$ cat src/rtl/ikun_binary_pattern_gen.sv
// Deterministic 1-bit AXI4-Stream test-frame source with SOF/EOL framing and tready
// back-pressure, used to drive the morphology filters when the camera front end is bypassed.
module ikun_binary_pattern_gen #(
  parameter int AW        = 11,
  parameter int DW        = 1,
  parameter int COLS      = 1280,
  parameter int ROWS      = 720,
  parameter int HBLANK    = 16,
  parameter int VBLANK    = 64,
  parameter int CHK_SHIFT = 3,
  parameter int BOX_W     = 32,
  parameter int BOX_H     = 32,
  parameter int BOX_Y     = 100
) (
  input  logic          clk,
  input  logic          rst_n,
  input  logic          enable,
  input  logic [2:0]    pattern_sel,
  output logic [DW-1:0] m_axis_video_tdata,
  output logic          m_axis_video_tvalid,
  input  logic          m_axis_video_tready,
  output logic          m_axis_video_tlast,
  output logic          m_axis_video_tuser,
  output logic [15:0]   frame_cnt,
  output logic          busy
);

  typedef enum logic [1:0] {IDLE, ACTIVE, HBLK, VBLK} state_t;

  localparam int BW = 16;
  localparam logic [AW-1:0] X_LAST   = AW'(COLS - 1);
  localparam logic [AW-1:0] Y_LAST   = AW'(ROWS - 1);
  localparam logic [BW-1:0] HB_LAST  = (HBLANK > 0) ? BW'(HBLANK - 1) : '0;
  localparam logic [BW-1:0] VB_LAST  = (VBLANK > 0) ? BW'(VBLANK - 1) : '0;
  localparam logic [AW:0]   BOX_W_C  = (AW+1)'(BOX_W);
  localparam logic [AW:0]   BOX_Y_LO = (AW+1)'(BOX_Y);
  localparam logic [AW:0]   BOX_Y_HI = (AW+1)'(BOX_Y + BOX_H);

  state_t        state_q, state_d;
  logic [AW-1:0] x_q, x_d, y_q, y_d, box_x_q, box_x_d;
  logic [2:0]    pat_q, pat_d;
  logic [BW-1:0] blank_q, blank_d;
  logic [15:0]   frame_cnt_q, frame_cnt_d;
  logic [DW-1:0] tdata_q;
  logic          tvalid_q, tlast_q, tuser_q, busy_q;
  logic          beat, frame_start;

  assign beat = tvalid_q & m_axis_video_tready;

  // Extra MSB on the box compare keeps box_x + BOX_W from wrapping, so the box clips.
  function automatic logic pixel_value(input logic [2:0] pat, input logic [AW-1:0] x,
                                       input logic [AW-1:0] y, input logic [AW-1:0] bx);
    logic [AW:0] xe, ye, be;
    logic        pix;
    xe  = {1'b0, x};
    ye  = {1'b0, y};
    be  = {1'b0, bx};
    pix = 1'b0;
    case (pat)
      3'd1: pix = 1'b1;
      3'd2: pix = x[CHK_SHIFT] ^ y[CHK_SHIFT];
      3'd3: pix = (x[2:0] == 3'd0) && (y[2:0] == 3'd0);
      3'd4: pix = (xe >= be) && (xe < be + BOX_W_C) && (ye >= BOX_Y_LO) && (ye < BOX_Y_HI);
      3'd5: pix = x[CHK_SHIFT];
      default: pix = 1'b0;
    endcase
    return pix;
  endfunction

  always_comb begin
    state_d     = state_q;
    x_d         = x_q;
    y_d         = y_q;
    pat_d       = pat_q;
    box_x_d     = box_x_q;
    blank_d     = blank_q;
    frame_cnt_d = frame_cnt_q;
    frame_start = 1'b0;
    case (state_q)
      IDLE: begin
        if (enable) begin
          pat_d   = pattern_sel;
          x_d     = '0;
          y_d     = '0;
          state_d = ACTIVE;
        end
      end
      ACTIVE: begin
        if (beat) begin
          if (x_q == X_LAST) begin
            x_d = '0;
            if (y_q == Y_LAST) begin
              y_d         = '0;
              frame_cnt_d = frame_cnt_q + 16'd1;
              if (VBLANK == 0) begin
                frame_start = 1'b1;
              end else begin
                state_d = VBLK;
                blank_d = '0;
              end
            end else begin
              y_d = y_q + AW'(1);
              if (HBLANK != 0) begin
                state_d = HBLK;
                blank_d = '0;
              end
            end
          end else begin
            x_d = x_q + AW'(1);
          end
        end
      end
      HBLK: begin
        if (blank_q == HB_LAST) state_d = ACTIVE;
        else                    blank_d = blank_q + BW'(1);
      end
      VBLK: begin
        if (blank_q == VB_LAST) frame_start = 1'b1;
        else                    blank_d = blank_q + BW'(1);
      end
      default: state_d = IDLE;
    endcase

    // enable is only honoured here; a running frame always finishes.
    if (frame_start) begin
      if (enable) begin
        pat_d   = pattern_sel;
        box_x_d = (box_x_q == X_LAST) ? '0 : box_x_q + AW'(1);
        state_d = ACTIVE;
      end else begin
        state_d = IDLE;
      end
    end
  end

  // Outputs are registered from next-state values, so a stall simply re-registers the same beat.
  always_ff @(posedge clk or negedge rst_n) begin
    if (!rst_n) begin
      state_q     <= IDLE;
      x_q         <= '0;
      y_q         <= '0;
      box_x_q     <= '0;
      pat_q       <= 3'd0;
      blank_q     <= '0;
      frame_cnt_q <= 16'd0;
      tdata_q     <= '0;
      tvalid_q    <= 1'b0;
      tlast_q     <= 1'b0;
      tuser_q     <= 1'b0;
      busy_q      <= 1'b0;
    end else begin
      state_q     <= state_d;
      x_q         <= x_d;
      y_q         <= y_d;
      box_x_q     <= box_x_d;
      pat_q       <= pat_d;
      blank_q     <= blank_d;
      frame_cnt_q <= frame_cnt_d;
      tdata_q     <= (state_d == ACTIVE) ? {DW{pixel_value(pat_d, x_d, y_d, box_x_d)}} : '0;
      tvalid_q    <= (state_d == ACTIVE);
      tlast_q     <= (state_d == ACTIVE) && (x_d == X_LAST);
      tuser_q     <= (state_d == ACTIVE) && (x_d == '0) && (y_d == '0);
      busy_q      <= (state_d != IDLE);
    end
  end

  assign m_axis_video_tdata  = tdata_q;
  assign m_axis_video_tvalid = tvalid_q;
  assign m_axis_video_tlast  = tlast_q;
  assign m_axis_video_tuser  = tuser_q;
  assign frame_cnt           = frame_cnt_q;
  assign busy                = busy_q;

endmodule

$ cat config.mk
export PLATFORM = sky130hd
export DESIGN_NAME = ikun_binary_pattern_gen
export DESIGN_NICKNAME = d
export VERILOG_FILES = /design/src/rtl/ikun_binary_pattern_gen.sv
export SDC_FILE = /design/constraint.sdc
export NUM_CORES = 1
export LEC_CHECK = 0
export ABC_AREA = 1
export ABC_CLOCK_PERIOD_IN_PS = 6300
export BUFFER_PORTS_ARGS = -buffer_cell sky130_fd_sc_hd__buf_2
export CORE_MARGIN = 2
export CORE_UTILIZATION = 38
export CTS_CLUSTER_DIAMETER = 80
export CTS_CLUSTER_SIZE = 30
export DETAILED_ROUTE_END_ITERATION = 8
export PLACE_DENSITY = 0.51
export REMOVE_ABC_BUFFERS = 1
export SETUP_SLACK_MARGIN = 0.05
export SYNTH_ARGS = -nofsm -noshare
export SYNTH_HDL_FRONTEND = slang
export SYNTH_SLANG_ARGS = --single-unit
$ cat constraint.sdc
create_clock -name clk -period 6.3 [get_ports clk]
set_input_delay 0 -clock clk [delete_from_list [all_inputs] [get_ports clk]]
set_output_delay 0 -clock clk [all_outputs]
set_load 0.1 [all_outputs]
# Yosys cells after proc, flatten, opt, wreduce, memory -nomap -nowiden
# Cells that the tools add are included.
# W data, S select, Z words.
# word_totals
reg_bits,75
in_bits,7
output_inout_bits,21
elab_cells,92
# op_classes
add_sub_neg,6
magnitude_cmp,4
n_eq_ne,19
n_mux,33
n_bitwise,2
reduce_logical,16
# op_table
cell,count
$mux W11,10
$mux W16,4
$pmux W16 S3,1
$pmux W11 S2,2
$add A11 B1 Y11 const B,3
$eq A11 B11 Y1 const B,3
$add A16 B1 Y16 const B,2
$logic_not A11 Y1,2
$eq A16 B4 Y1 const B,1
$eq A16 B6 Y1 const B,1
$add A11 B6 Y12 const B,1
$lt A11 B12 Y1,1
$mux W3,4
$eq A11 B10 Y1 const B,1
$ge A11 B11 Y1,1
$ge A11 B7 Y1 const B,1
$lt A11 B8 Y1 const B,1
$mux W2,5
$ne A2 B2 Y1 const B,4
$logic_and A1 B1 Y1,7
$eq A3 B2 Y1 const B,2
$eq A3 B3 Y1 const B,2
$logic_not A3 Y1,2
$pmux W2 S3,1
12 further kinds,18

# Depth between registers and ports, before layout
# Gate-level depths: netlist of the first run.
# depth
depth_word,11
ltp_mapped,24
mapped_depth_nobuf,24

# Least setup slack after synthesis of the first run
# OpenSTA, ideal clock, no wires.
# synth_timing
path_kind,reg2reg
from,reg tvalid_q (netlist: m_axis_video_tvalid)
to,reg tdata_q (netlist: m_axis_video_tdata)
setup_time_ns,0.077
t_arrival_ns,3.174
slack_ns,3.048
path_stages_with_launch,24
period_less_slack_ns,3.252
path_cell_list,dfrtp_1 nand2_1 inv_2 buf_4 nand2_1 nor2_1 nand2_1 nor2_1 nand2_1 inv_1 nand2_1 nand3_1 inv_1 ha_1 nand2_1 inv_1 nand3_1 nor3_1 o21ai_0 nand3_1 o21ai_0 nor2_1 nand3_1 a21oi_1
# synth_between
elab_chain_len,9
# synth_lines
element,line_no,text
from (decl),45,"logic tvalid_q, tlast_q, tuser_q, busy_q;"
from (signal assigned),160,tvalid_q <= (state_d == ACTIVE);
$and A1 B1 Y1 *,48,assign beat = tvalid_q & m_axis_video_tready;
$mux W11 *,89,if (beat) begin
$pmux W11 S2 *,79,case (state_q)
via x_d[9],40,"logic [AW-1:0] x_q, x_d, y_q, y_d, box_x_q, box_x_d;"
$lt A11 B12 Y1 / $ge A11 B11 Y1 (equally long branches),63,3'd4: pix = (xe >= be) && (xe < be + BOX_W_C) && (ye >= BOX_Y_LO) && (ye < BOX_Y_HI);
$logic_and A1 B1 Y1 * (3 in a row),63,
$pmux W1 S5 *,59,case (pat)
$mux W1 *,159,"tdata_q <= (state_d == ACTIVE) ? {DW{pixel_value(pat_d, x_d, y_d, box_x_d)}} : '0;"
to (signal assigned),159,
to (decl),44,logic [DW-1:0] tdata_q;
# The timed path passes the listed nets; every way through them passes the cells marked *.
# A chain may end at the register's enable or synchronous reset.

# Worst setup path in the final report of the first run
# layout_timing
from,reg blank_q[0]
to,reg tdata_q (netlist: m_axis_video_tdata)
# layout_between
elab_chain_len,11
# layout_lines
element,line_no,text
from (decl),42,"logic [BW-1:0] blank_q, blank_d;"
from (signal assigned),157,blank_q <= blank_d;
$eq A16 B6 Y1 *,118,if (blank_q == VB_LAST) frame_start = 1'b1;
$mux W1 *,118,
$mux W1 *,79,
$mux W11 *,125,if (frame_start) begin
via box_x_d[5],40,
$add A11 B6 Y12,63,
$lt A11 B12 Y1,63,
$logic_and A1 B1 Y1 * (3 in a row),63,
$pmux W1 S5 *,59,
$mux W1 *,159,
# Marked as above.

==> results of run 1 <==
-- synthesized netlist by cell type, types with 6 or more instances --
cell type and count:
nand2_1 159, inv_1 91, dfrtp_1 75, nor2_1 64
nand3_1 63, o21ai_0 28, a21oi_1 23, ha_1 23
nand4_1 22, xor2_1 21, nor3_1 20, inv_2 13
nor2_4 10, nor2_2 9, nand2_2 8, nor4_1 8
nand3_4 6, o21ai_1 6
-- metal layers --
metal / part of all wire [%] / global-route usage, % / vias to the layer above
met1: 48 / 24.6 / 2125
met4: 1.6 / 5.82 / 0
met3: 3.6 / 3.71 / 14
li1: - / - / 2353
met2: 47 / 30.9 / 101
met5: 0 / 0 / -
-- stage by stage --
step	cells	setup slack [ns]	hold slack (ns)	power [mW]	util (%)
3_5_place_dp	895	2.93	0.244	1.39	41.8
4_1_cts	910	2.90	0.165	1.88	43.9
5_1_grt	910	2.46	0.248	2.01	43.9
2_1_floorplan	691	3.09	-0.296	1.19	-
6_report	910	2.91	0.177	1.86	43.9
3_3_place_gp	895	2.99	0.227	1.38	41.8
-- flip-flops by register name, summed over array words and instances, names as in the netlist --
signal	cells
m_axis_video_tuser	1
m_axis_video_tdata	1
m_axis_video_tvalid	1
state_q	2
blank_q	16
x_q	11
busy	1
frame_cnt	16
box_x_q	11
pat_q	3
m_axis_video_tlast	1
y_q	11
-- cell type report --
cell class	instances	area [um^2]	area share (%)
multi-input cells	512	2940	50.3
flip-flops and latches	75	1880	32.1
inverters	104	390	6.67
clock buffers	12	256	4.38
well taps	176	220	3.76
repair buffers	29	155	2.65
clock inverters	2	12.5	0.214
-- kinds of logic after synthesis --
family / Yosys count
AO/OA/AOI/OAI: 72
XOR/XNOR: 26
adder cells (fa/ha/maj): 23
buffers and inverters: 109
flip-flops: 75
AND/OR/NAND/NOR: 391
-- final timing paths --
check	endpoint	slack, ns	cells after the start	from
min	pat_q[2]	0.18	5	pattern_sel[2]
min in group asynchronous	blank_q[6]	0.37	2	rst_n
max	m_axis_video_tdata	2.91	22	blank_q[0]
max reg2reg	m_axis_video_tdata	2.91	22	blank_q[0]
max in group asynchronous	m_axis_video_tdata	5.29	2	rst_n
min reg2reg	frame_cnt[15]	0.47	1	frame_cnt[15]
-- worst min-delay path, cell delays in order --
cell	delay, ns
buf_2	0.10
nand2_1	0.07
o21ai_0	0.11
inv_1	0.08
o21ai_2	0.09
-- where the power goes --
part / internal (mW) / leakage, nW / total [mW] / switching [mW]
registers: 0.567 / 0.955 / 0.651 / 0.0831
clock network: 0.283 / 0.131 / 0.477 / 0.194
logic: 0.203 / 1.98 / 0.730 / 0.528
-- cell usage in the layout (no fill, tap or decap), types with 2 or more instances in the layout --
| cell type | instances |
|---|---|
| nand2_1 | 159 |
| inv_1 | 91 |
| dfrtp_1 | 75 |
| nor2_1 | 64 |
| nand3_1 | 63 |
| o21ai_0 | 28 |
| buf_2 | 26 |
| a21oi_1 | 23 |
| ha_1 | 23 |
| nand4_1 | 22 |
| xor2_1 | 21 |
| nor3_1 | 20 |
| inv_2 | 13 |
| nor2_4 | 10 |
| nor2_2 | 9 |
| clkbuf_16 | 9 |
| nand2_2 | 8 |
| nor4_1 | 8 |
| nand3_4 | 6 |
| o21ai_1 | 6 |
| xnor2_1 | 5 |
| nor2_8 | 3 |
| o22ai_1 | 3 |
| nand2_4 | 3 |
| nor3_2 | 3 |
| or2_2 | 3 |
| nand3_2 | 2 |
| o21a_1 | 2 |
| o21bai_1 | 2 |
| o21ai_2 | 2 |
| a211oi_1 | 2 |
| nor3_4 | 2 |
| a22oi_1 | 2 |
| clkbuf_8 | 2 |
| buf_4 | 2 |
-- repair_timing --
item | CTS | global route
hold buffers | 1 | 0
resized for setup | 0 | 0
hold endpoints to repair | 75 | 0
==> metrics.md, run 1 <==
| Metric | Value |
|---|---|
| Compound-Gate Fraction of Synth Area | `7.55%` |
| Layout area overhead | `11.8%` |
| Post-synthesis cell area | `5240 um^2` |
| Top delay family on crit path | `simple AND/OR/NAND/NOR gates` |
| Distinct cells, synth | `41` |
| Post-synthesis sequential area ratio | `35.8%` |
| Status | `completed` |
| Synth Area in Simple Gates | `38.8%` |
| Buffers and inverters on the worst path | `0` |
| RSZ-0062 raised after global routing | `no` |
| Largest family of logic cells by synthesized area | `simple AND/OR/NAND/NOR gates` |
| Chip width | `121 um` |
| Filler cells | `1,397` |
| ANT nets after route | `0` |
| WP data required | `6.56 ns` |
| Tightest Pin Transition | `0.986 ns` |
| Adder-Cell Fraction of Synth Area | `5.50%` |
| Setup crit end kind | `flop` |
| Nets@finish | `761` |
| DR WL/cell | `13.8 um` |
| Final period util | `53.8%` |
| Initial antenna violation count | `0` |
| Initial Util | `39.2%` |
| Most used cell, CP | `nand2_1` |
| Clk sinks | `75` |
| Worst-path cell chain | `ha_1, nand3_2, nor2_4, nand3_4, nor2_8, nand2_1, nor2_1, o22ai_1, nor2_1, ha_1, xor2_1, ha_1, a21oi_1, o21a_1, nand2_1, nand3_1, nand2_1, nand2_1, nand2_1, nand2_1, nand3_1, a21oi_1` |
| Yosys reg bits | `75` |
| Worst Setup Start Kind | `flop` |
| Rows | `42` |
| Maximum vdd drop | `0.000211 V` |
| EDFF count, synth | `0` |
| Primary flip-flop cell chosen by synthesis mapping | `dfrtp_1` |
| Ranking of synthesized cells by area | `dfrtp_1 36%, nand2_1 11%, inv_1 6.5%, nand3_1 6.0%, ha_1 5.5%` |
| All-Layer GR Usage | `18.7%` |
| Vias in the first global route | `4,408` |
| Slowest stage cell on the critical path | `nor2_1` |
| Min-delay worst type | `input pin to flop` |
| Drt pass-1 iters | `5` |
| CP peak stage delay | `0.38 ns` |
| Finished layout cell area | `5850 um^2` |
| Max_slew headroom | `34.3%` |
| Area of the core | `13,300 um^2` |
| Crit Path Class | `flop to flop` |
| Post-synth ARST share | `100%` |
| Worst Path Max Fanout | `8` |
| Crit path DAT | `3.65 ns` |
| Largest net degree at the start of global routing | `76` |
| Pwr dens | `317 nW/um^2` |
| Slew Limit Fails | `0` |
| Setup-failing EPs final | `0` |
| Gate count after technology mapping | `696` |
| IO Pins | `28` |
| CTS tree | `done` |
| Later-pin clock latency in the skew report | `0.34 ns` |
| Total of max-cap violations | `0` |
| Hold Violations, Final | `0` |
| Reg clk slew, reported paths | `0.06 ns` |
| Clk buf depth | `2` |
| First-pass GRT wire length | `21.7 mm` |
| Total grt overflow | `0` |
| Synth Area in XOR/XNOR | `4.35%` |
| GP Congestion | `0.912` |
| Setup total negative slack | `0 ns` |
| Synth area leader | `dfrtp_1` |
| DP Area | `5570 um^2` |
| Post-synthesis mux area share | `0%` |
| Mean Syn Cell Area | `7.52 um^2` |
| Synth top area share | `35.8%` |
| IO buf count | `27` |
| Minimum clock period | `3.39 ns` |
| Number of antenna diodes | `0` |
| F_max | `295 MHz` |
| Leakage power total | `3.07 nW` |
| Starting DRT DRC Count | `328` |
| Vias per cell | `5.05` |
| Final WL | `12.6 mm` |
| Post-CTS Setup Bufs | `0` |
| Drt drc | `0` |
| Die height | `121 um` |
| Die Area | `14,700 um^2` |
| Skew final | `0.00967 ns` |
| DP HPWL | `9.68 mm` |
| Clk Tree Root Cell | `clkbuf_16` |
| Ratio of cells with drive above 1 in the final layout | `14.7%` |
| Num CTS Buffers | `9` |
| YS warnings | `0` |
| H-tree Lvls | `3` |
| Via count | `4,593` |
(Power assumes the default switching activity.)
==> run 2: changes to the inputs <==
ABC_CLOCK_PERIOD_IN_PS = 3300   (was 6300)
clock period = 3.3 ns   (was 6.3 ns; I/O delays follow)
==> run 2 against run 1 <==
  * Setup slack got worse by 2.8 ns
  * Critical path type unchanged
  * Via count increased by 2.9%
  * Clock power increased by 140%
  * Sequential cell count unchanged
  * Final cell count increased by 3.0%
  * Highest routed layer unchanged
  * Combinational power increased by 100%
==> metrics.md, run 2 (synthesis gave the netlist of run 1 again) <==
| Metric | Value |
|---|---|
| Setup crit end kind | `flop` |
| Skew final | `0.00722 ns (-0.00245 ns)` |
| Initial Util | `39.2% (unchanged)` |
| DP HPWL | `9.94 mm (+2.7%)` |
| Met1 usage | `26.3% (+1.7 points)` |
| Endpoint of the worst register-to-register path | `m_axis_video_tdata` |
| WHS Endpoint | `pat_q[2]` |
| Dpl cells | `908 (+1.5%)` |
| Tightest Pin Transition | `1.00 ns (+0.0153 ns)` |
| Chip width | `121 um (unchanged)` |
| Total of max-cap violations | `0 (unchanged)` |
| Layout area overhead | `17.8%` |
| Commonest non-fill, non-tap cells in the layout | `158 x nand2_1, 91 x inv_1, 75 x dfrtp_1, 63 x nand3_1, 61 x nor2_1` |
| Number of antenna diodes | `0 (unchanged)` |
| Initial antenna violation count | `0 (unchanged)` |
| Die height | `121 um (unchanged)` |
| Worst Setup Start Kind | `flop` |
| Worst Path Max Fanout | `6 (-2)` |
| Total grt overflow | `0 (unchanged)` |
| Setup-failing EPs final | `0 (unchanged)` |
| All-Layer GR Usage | `19.2% (+0.53 points)` |
| Rows | `42 (unchanged)` |
| Filler cells | `1,343 (-3.9%)` |
| DR WL/cell | `14.2 um (+2.9%)` |
| Clk sinks | `75 (unchanged)` |
| Maximum vdd drop | `0.000341 V (+62%)` |
| Crit Path Class | `flop to flop` |
| Vias in the first global route | `4,507 (+2.2%)` |
| Final period util | `96.1% (+42 points)` |
| Clk Tree Root Cell | `clkbuf_16` |
| IO buf count | `27 (unchanged)` |
| H-tree Lvls | `3 (unchanged)` |
| Crit path from | `blank_q[0]` |
| First-pass GRT wire length | `22.1 mm (+2.3%)` |
| FF-to-FF path depth | `22 (unchanged)` |
| Drt pass-1 iters | `4 (-1)` |
| Ratio of cells with drive above 1 in the final layout | `18.8% (+4.1 points)` |
| ANT nets after route | `0 (unchanged)` |
| Nets@finish | `786 (+3.3%)` |
| Minimum clock period | `3.17 ns (-0.220 ns)` |
| Reg2Reg Launch Point | `blank_q[0]` |
| Reg area | `1880 um^2 (unchanged)` |
| IO Pins | `28 (unchanged)` |
| Starting DRT DRC Count | `286 (-13%)` |
| Die Area | `14,700 um^2 (unchanged)` |
| Status | `completed` |
| RSZ-0062 raised after global routing | `yes` |
| Min-delay worst type | `input pin to flop` |
| Later-pin clock latency in the skew report | `0.35 ns (about the same)` |
| Fin util | `46.2% (+2.3 points)` |
| Area occupied by multi-input gates | `2990 um^2 (+1.7%)` |
| Via count | `4,727 (+2.9%)` |
| Reg power frac | `32.3% (-2.7 points)` |
| Hold Violations, Final | `0 (unchanged)` |
| Final WL | `13.3 mm (+5.9%)` |
| Drt drc | `0 (unchanged)` |
| NetSw | `1.59 mW (+97%)` |
| Crit path DAT | `3.44 ns (-0.21 ns)` |
| Commonest non-fill, non-tap cell in the layout | `nand2_1` |
| Met2 Use GR | `29.4% (-1.5 points)` |
| WP data required | `3.57 ns (-2.99 ns)` |
| Vias per cell | `5.04 (about the same)` |
| Clock power frac | `29.7% (+4.0 points)` |
| Non-Filler Instances | `937 (+3.0%)` |
| Area of the core | `13,300 um^2 (unchanged)` |
| Hold Path Depth | `5 (unchanged)` |
| F_max | `315 MHz (+6.9%)` |
| Num CTS Buffers | `9 (unchanged)` |
| Slew Limit Fails | `0 (unchanged)` |
| Pwr dens | `625 nW/um^2 (+97%)` |
| Reg clk slew, reported paths | `0.06 ns (about the same)` |
| Largest net degree at the start of global routing | `76 (unchanged)` |
| CTS tree | `done` |
| Met3 Track Usage GR | `3.05% (-0.66 points)` |
| Clk buf depth | `2 (unchanged)` |
| Leakage power total | `3.23 nW (+5.3%)` |
| Switching fraction of total power | `41.2% (-2.1 points)` |
| GR peak layer | `met2` |
| Int Pwr | `2.27 mW (+120%)` |
| Flop2flop setup slack | `0.13 ns (-2.78 ns)` |
| Combinational share of power | `38.0% (-1.3 points)` |
| GP Congestion | `0.887 (-2.7%)` |
| Max_slew headroom | `33.3% (-1.0 points)` |
| Hold path start | `pattern_sel[2]` |
-- run 2: cell count changes in the layout (fill, tap and decap cells not counted), moves of 2 or more --
cell       change
buf_4         +25
bufinv_16      +3
nor2_1         -3
nor2_2         +3
ha_1           -2
ha_4           +2
-- run 2: cell type report --
cell class              count  area share (%)
clock inverters             5            1.62
inverters                 104            6.33
clock buffers              11            3.94
repair buffers             54            5.56
well taps                 176            3.57
multi-input cells         512            48.5
flip-flops and latches     75            30.4
-- run 2: per-layer routing --
layer	routed length [um]	share of wire (%)	up-vias
met1	6300	47	2203
met4	385	2.9	0
li1	-	-	2396
met5	0	0	-
met3	562	4.2	26
met2	6050	45	102
-- run 2: stage by stage --
| step | setup TNS, ns | area [um^2] | hold WS, ns | setup WS, ns | power [mW] |
|---|---|---|---|---|---|
| 3_5_place_dp | 0 | 5670 | 0.242 | 0.0876 | 2.70 |
| 2_1_floorplan | 0 | 5210 | -0.296 | 0.0891 | 2.27 |
| 4_1_cts | 0 | 6020 | 0.156 | 0.0508 | 3.87 |
| 6_report | 0 | 6170 | 0.162 | 0.129 | 3.85 |
| 5_1_grt | -0.0878 | 6170 | 0.239 | -0.0878 | 4.16 |
| 3_3_place_gp | 0 | 5670 | 0.232 | 0.145 | 2.69 |
-- run 2: power groups by stage --
stage | combinational, mW | sequential [mW] | clock, mW
after global placement | 1.44 | 1.25 | 0
after detailed placement | 1.45 | 1.25 | 0
final | 1.47 | 1.25 | 1.14
after global routing | 1.66 | 1.28 | 1.22
after CTS | 1.46 | 1.23 | 1.18
after floorplan | 0.936 | 1.33 | 0
-- run 2: critical path, cell delays in order, from the launching register on --
cell,delay (ns)
dfrtp_1,0.40
ha_4,0.17
nand3_4,0.09
nor2_4,0.17
nand3_4,0.13
nor2_8,0.16
nand4_1,0.11
nor2_1,0.15
xnor2_1,0.16
inv_1,0.12
ha_4,0.18
xor2_1,0.15
ha_1,0.33
a21oi_2,0.12
o21a_1,0.13
nand2_1,0.05
nand3_1,0.06
nand2_1,0.05
nand2_1,0.05
nand2_1,0.04
nand2_1,0.06
nand3_1,0.07
a21oi_1,0.14
-- run 2: timing repair --
| item | CTS | global route |
|---|---|---|
| resized for setup | 0 | 12 |
| hold endpoints to repair | 75 | 0 |
| buffers inserted | 0 | 12 |
| setup endpoints to repair | 0 | 1 |
| hold buffers | 1 | 0 |
-- run 2: how the worst max path moves through the flow --
| stage | end | cells after the start |
|---|---|---|
| floorplan | m_axis_video_tdata | 22 |
| global placement | m_axis_video_tdata | 22 |
| detailed placement | m_axis_video_tdata | 22 |
| CTS | m_axis_video_tdata | 22 |
| global route | m_axis_video_tdata | 22 |
| finish | m_axis_video_tdata | 22 |
==> run 3: changes to the inputs <==
PLACE_DENSITY = not set   (was 0.51)
==> run 3 against run 2 <==
  * Global-route usage fell by 0.53 points
  * Highest routed layer unchanged
  * Clock skew barely moved
  * Via count rose by 0.91%
  * Final cell count rose by 0.21%
  * Sequential power barely moved
  * Power fell by 2.6%
  * Utilization rose by 0.40 points
  * Clock power fell by 11%
==> metrics.md, run 3 (synthesis gave the netlist of run 1 again) <==
| Metric | Value |
|---|---|
| Leakage power total | `3.22 nW (-0.18%)` |
| IO buf count | `27 (unchanged)` |
| Commonest non-fill, non-tap cell in the layout | `nand2_1` |
| Final Worst Setup Slack | `0.170 ns (+0.0410 ns)` |
| Clk Tree Root Cell | `clkbuf_16` |
| Hold Violations, Final | `0 (unchanged)` |
| Finished layout cell area | `6220 um^2 (+0.87%)` |
| Commonest non-fill, non-tap cells in the layout | `154 x nand2_1, 90 x inv_1, 73 x dfrtp_1, 61 x nand3_1, 56 x nor2_1` |
| Clock power frac | `26.8% (-2.9 points)` |
| IO Pins | `28 (unchanged)` |
| Slowest stage cell on the critical path | `dfrtp_1` |
| Min-delay worst type | `input pin to flop` |
| Crit path DAT | `3.41 ns (-0.03 ns)` |
| CTS tree | `done` |
| Pwr dens | `603 nW/um^2 (-3.5%)` |
| DP Area | `5660 um^2 (-0.13%)` |
| Max_slew headroom | `35.1% (+1.8 points)` |
| Setup-failing EPs final | `0 (unchanged)` |
| Filler cells | `1,337 (-0.45%)` |
| Via count | `4,770 (+0.91%)` |
| Clk buf depth | `2 (unchanged)` |
| Buffers and inverters on the worst path | `1 (unchanged)` |
| DP HPWL | `9.85 mm (-0.84%)` |
| Number of antenna diodes | `0 (unchanged)` |
| Worst-path cell chain | `ha_4, nand3_4, nor2_4, nand3_4, nor2_8, nand4_1, nor2_2, xnor2_2, inv_2, ha_4, xor2_1, ha_1, a21oi_2, o21a_1, nand2_1, nand3_1, nand2_1, nand2_1, nand2_1, nand2_2, nand3_2, a21oi_2` |
| Pwr Total | `3.75 mW (-2.6%)` |
| Initial antenna violation count | `0 (unchanged)` |
| Skew final | `0.00766 ns (+0.000441 ns)` |
| Die height | `121 um (unchanged)` |
| Nets@finish | `789 (+0.38%)` |
| Later-pin clock latency in the skew report | `0.34 ns (about the same)` |
| Starting DRT DRC Count | `289 (+1.0%)` |
| Int Pwr | `2.16 mW (-4.7%)` |
| Chip width | `121 um (unchanged)` |
| Clk sinks | `75 (unchanged)` |
| First-pass GRT wire length | `21.9 mm (-1.1%)` |
| RSZ-0062 raised after global routing | `yes` |
| Final WL | `13.0 mm (-2.4%)` |
| DR WL/cell | `13.8 um (-2.6%)` |
| Largest net degree at the start of global routing | `76 (unchanged)` |
| CP peak stage delay | `0.39 ns (about the same)` |
| Total grt overflow | `0 (unchanged)` |
| Initial Util | `39.2% (unchanged)` |
| NetSw | `1.59 mW (+0.32%)` |
| Final period util | `94.8% (-1.2 points)` |
| Ratio of cells with drive above 1 in the final layout | `21.2% (+2.4 points)` |
| Reg power frac | `33.3% (+1.0 points)` |
| GP Congestion | `0.900 (+1.4%)` |
| Status | `completed` |
| Dpl ws | `0.0823 ns (-0.00527 ns)` |
| Worst Path Max Fanout | `5 (-1)` |
| Num CTS Buffers | `9 (unchanged)` |
| Reg clk slew, reported paths | `0.06 ns (about the same)` |
| Vias in the first global route | `4,658 (+3.4%)` |
| WHS | `0.161 ns (-0.00133 ns)` |
| F_max | `320 MHz (+1.3%)` |
| Top delay family on crit path | `simple AND/OR/NAND/NOR gates` |
| Most used cell, CP | `nand2_1` |
| All-Layer GR Usage | `18.7% (-0.53 points)` |
| Worst Setup Start Kind | `flop` |
| H-tree Lvls | `3 (unchanged)` |
| Slew Limit Fails | `0 (unchanged)` |
| Combinational share of power | `39.9% (+1.9 points)` |
| Setup crit end kind | `flop` |
| Crit Path Class | `flop to flop` |
| Minimum clock period | `3.13 ns (-0.0410 ns)` |
| Area of the core | `13,300 um^2 (unchanged)` |
| Rows | `42 (unchanged)` |
| Tightest Pin Transition | `0.974 ns (-0.0270 ns)` |
| Vias per cell | `5.08 (+0.69%)` |
| Die Area | `14,700 um^2 (unchanged)` |
| WP data required | `3.58 ns (about the same)` |
| Switching fraction of total power | `42.4% (+1.2 points)` |
| Maximum vdd drop | `0.000381 V (+12%)` |
| Layout area overhead | `18.8%` |
| Total of max-cap violations | `0 (unchanged)` |
| Drt pass-1 iters | `8 (+4)` |
| ANT nets after route | `0 (unchanged)` |
| Drt drc | `0 (unchanged)` |
## run 3: area by class of cell
| class | instances | area [um^2] | share of cell area (%) |
|---|---|---|---|
| Sequential cell | 75 | 1880 | 30.2 |
| Clock inverter | 4 | 50.0 | 0.805 |
| Timing Repair Buffer | 57 | 365 | 5.87 |
| Multi-Input combinational cell | 512 | 3060 | 49.2 |
| Inverter | 104 | 393 | 6.32 |
| Clock buffer | 11 | 253 | 4.06 |
| Tap cell | 176 | 220 | 3.54 |
## run 3: worst paths after layout
path,start,to,slack [ns],cells past startpoint
worst min register to register,frame_cnt[15],frame_cnt[15],0.47,1
min in group asynchronous,rst_n,blank_q[3],0.36,2
max in group asynchronous,rst_n,blank_q[11],2.27,2
worst max register to register,blank_q[1],m_axis_video_tdata,0.17,22
worst max-delay path,blank_q[1],m_axis_video_tdata,0.17,22
worst min-delay path,pattern_sel[2],pat_q[2],0.16,5
## run 3: stage by stage
stage / setup TNS [ns] / instances / utilization (%)
final: 0 / 939 / 46.6
after detailed placement: 0 / 907 / 42.4
after global placement: 0 / 907 / 42.4
after CTS: 0 / 923 / 44.8
after floorplan: 0 / 691 / -
after global routing: -0.0616 / 939 / 46.6
## run 3: layer usage
layer | up-vias | part of all wire [%] | GRT usage, %
li1 | 2412 | - | -
met1 | 2225 | 46 | 24.4
met2 | 114 | 48 | 30.4
met3 | 19 | 4.4 | 3.76
met4 | 0 | 1.9 | 7.40
met5 | - | 0 | 0
## run 3: worst reg2reg max path: cells and delay by family, from the launching register on
kind / cells / cell delay [ns]
fa+ha+maj: 3 / 0.68
xor+xnor: 2 / 0.31
buf+inv: 1 / 0.08
flops: 1 / 0.39
simple gates: 13 / 1.23
compound gates: 3 / 0.37
## run 3: repair_timing
item / in CTS / in global routing
hold buffers: 1 / 0
setup endpoints to repair: 0 / 1
buffers inserted: 0 / 16
gates resized for setup: 0 / 31
hold endpoints to repair: 75 / 0
## run 3: power by group through the flow
stage	Combinational (mW)	Sequential [mW]	Clock, mW
3_3_place_gp	1.41	1.24	0
4_1_cts	1.44	1.23	1.03
6_report	1.50	1.25	1.01
3_5_place_dp	1.43	1.25	0
2_1_floorplan	0.936	1.33	0
5_1_grt	1.68	1.27	1.07
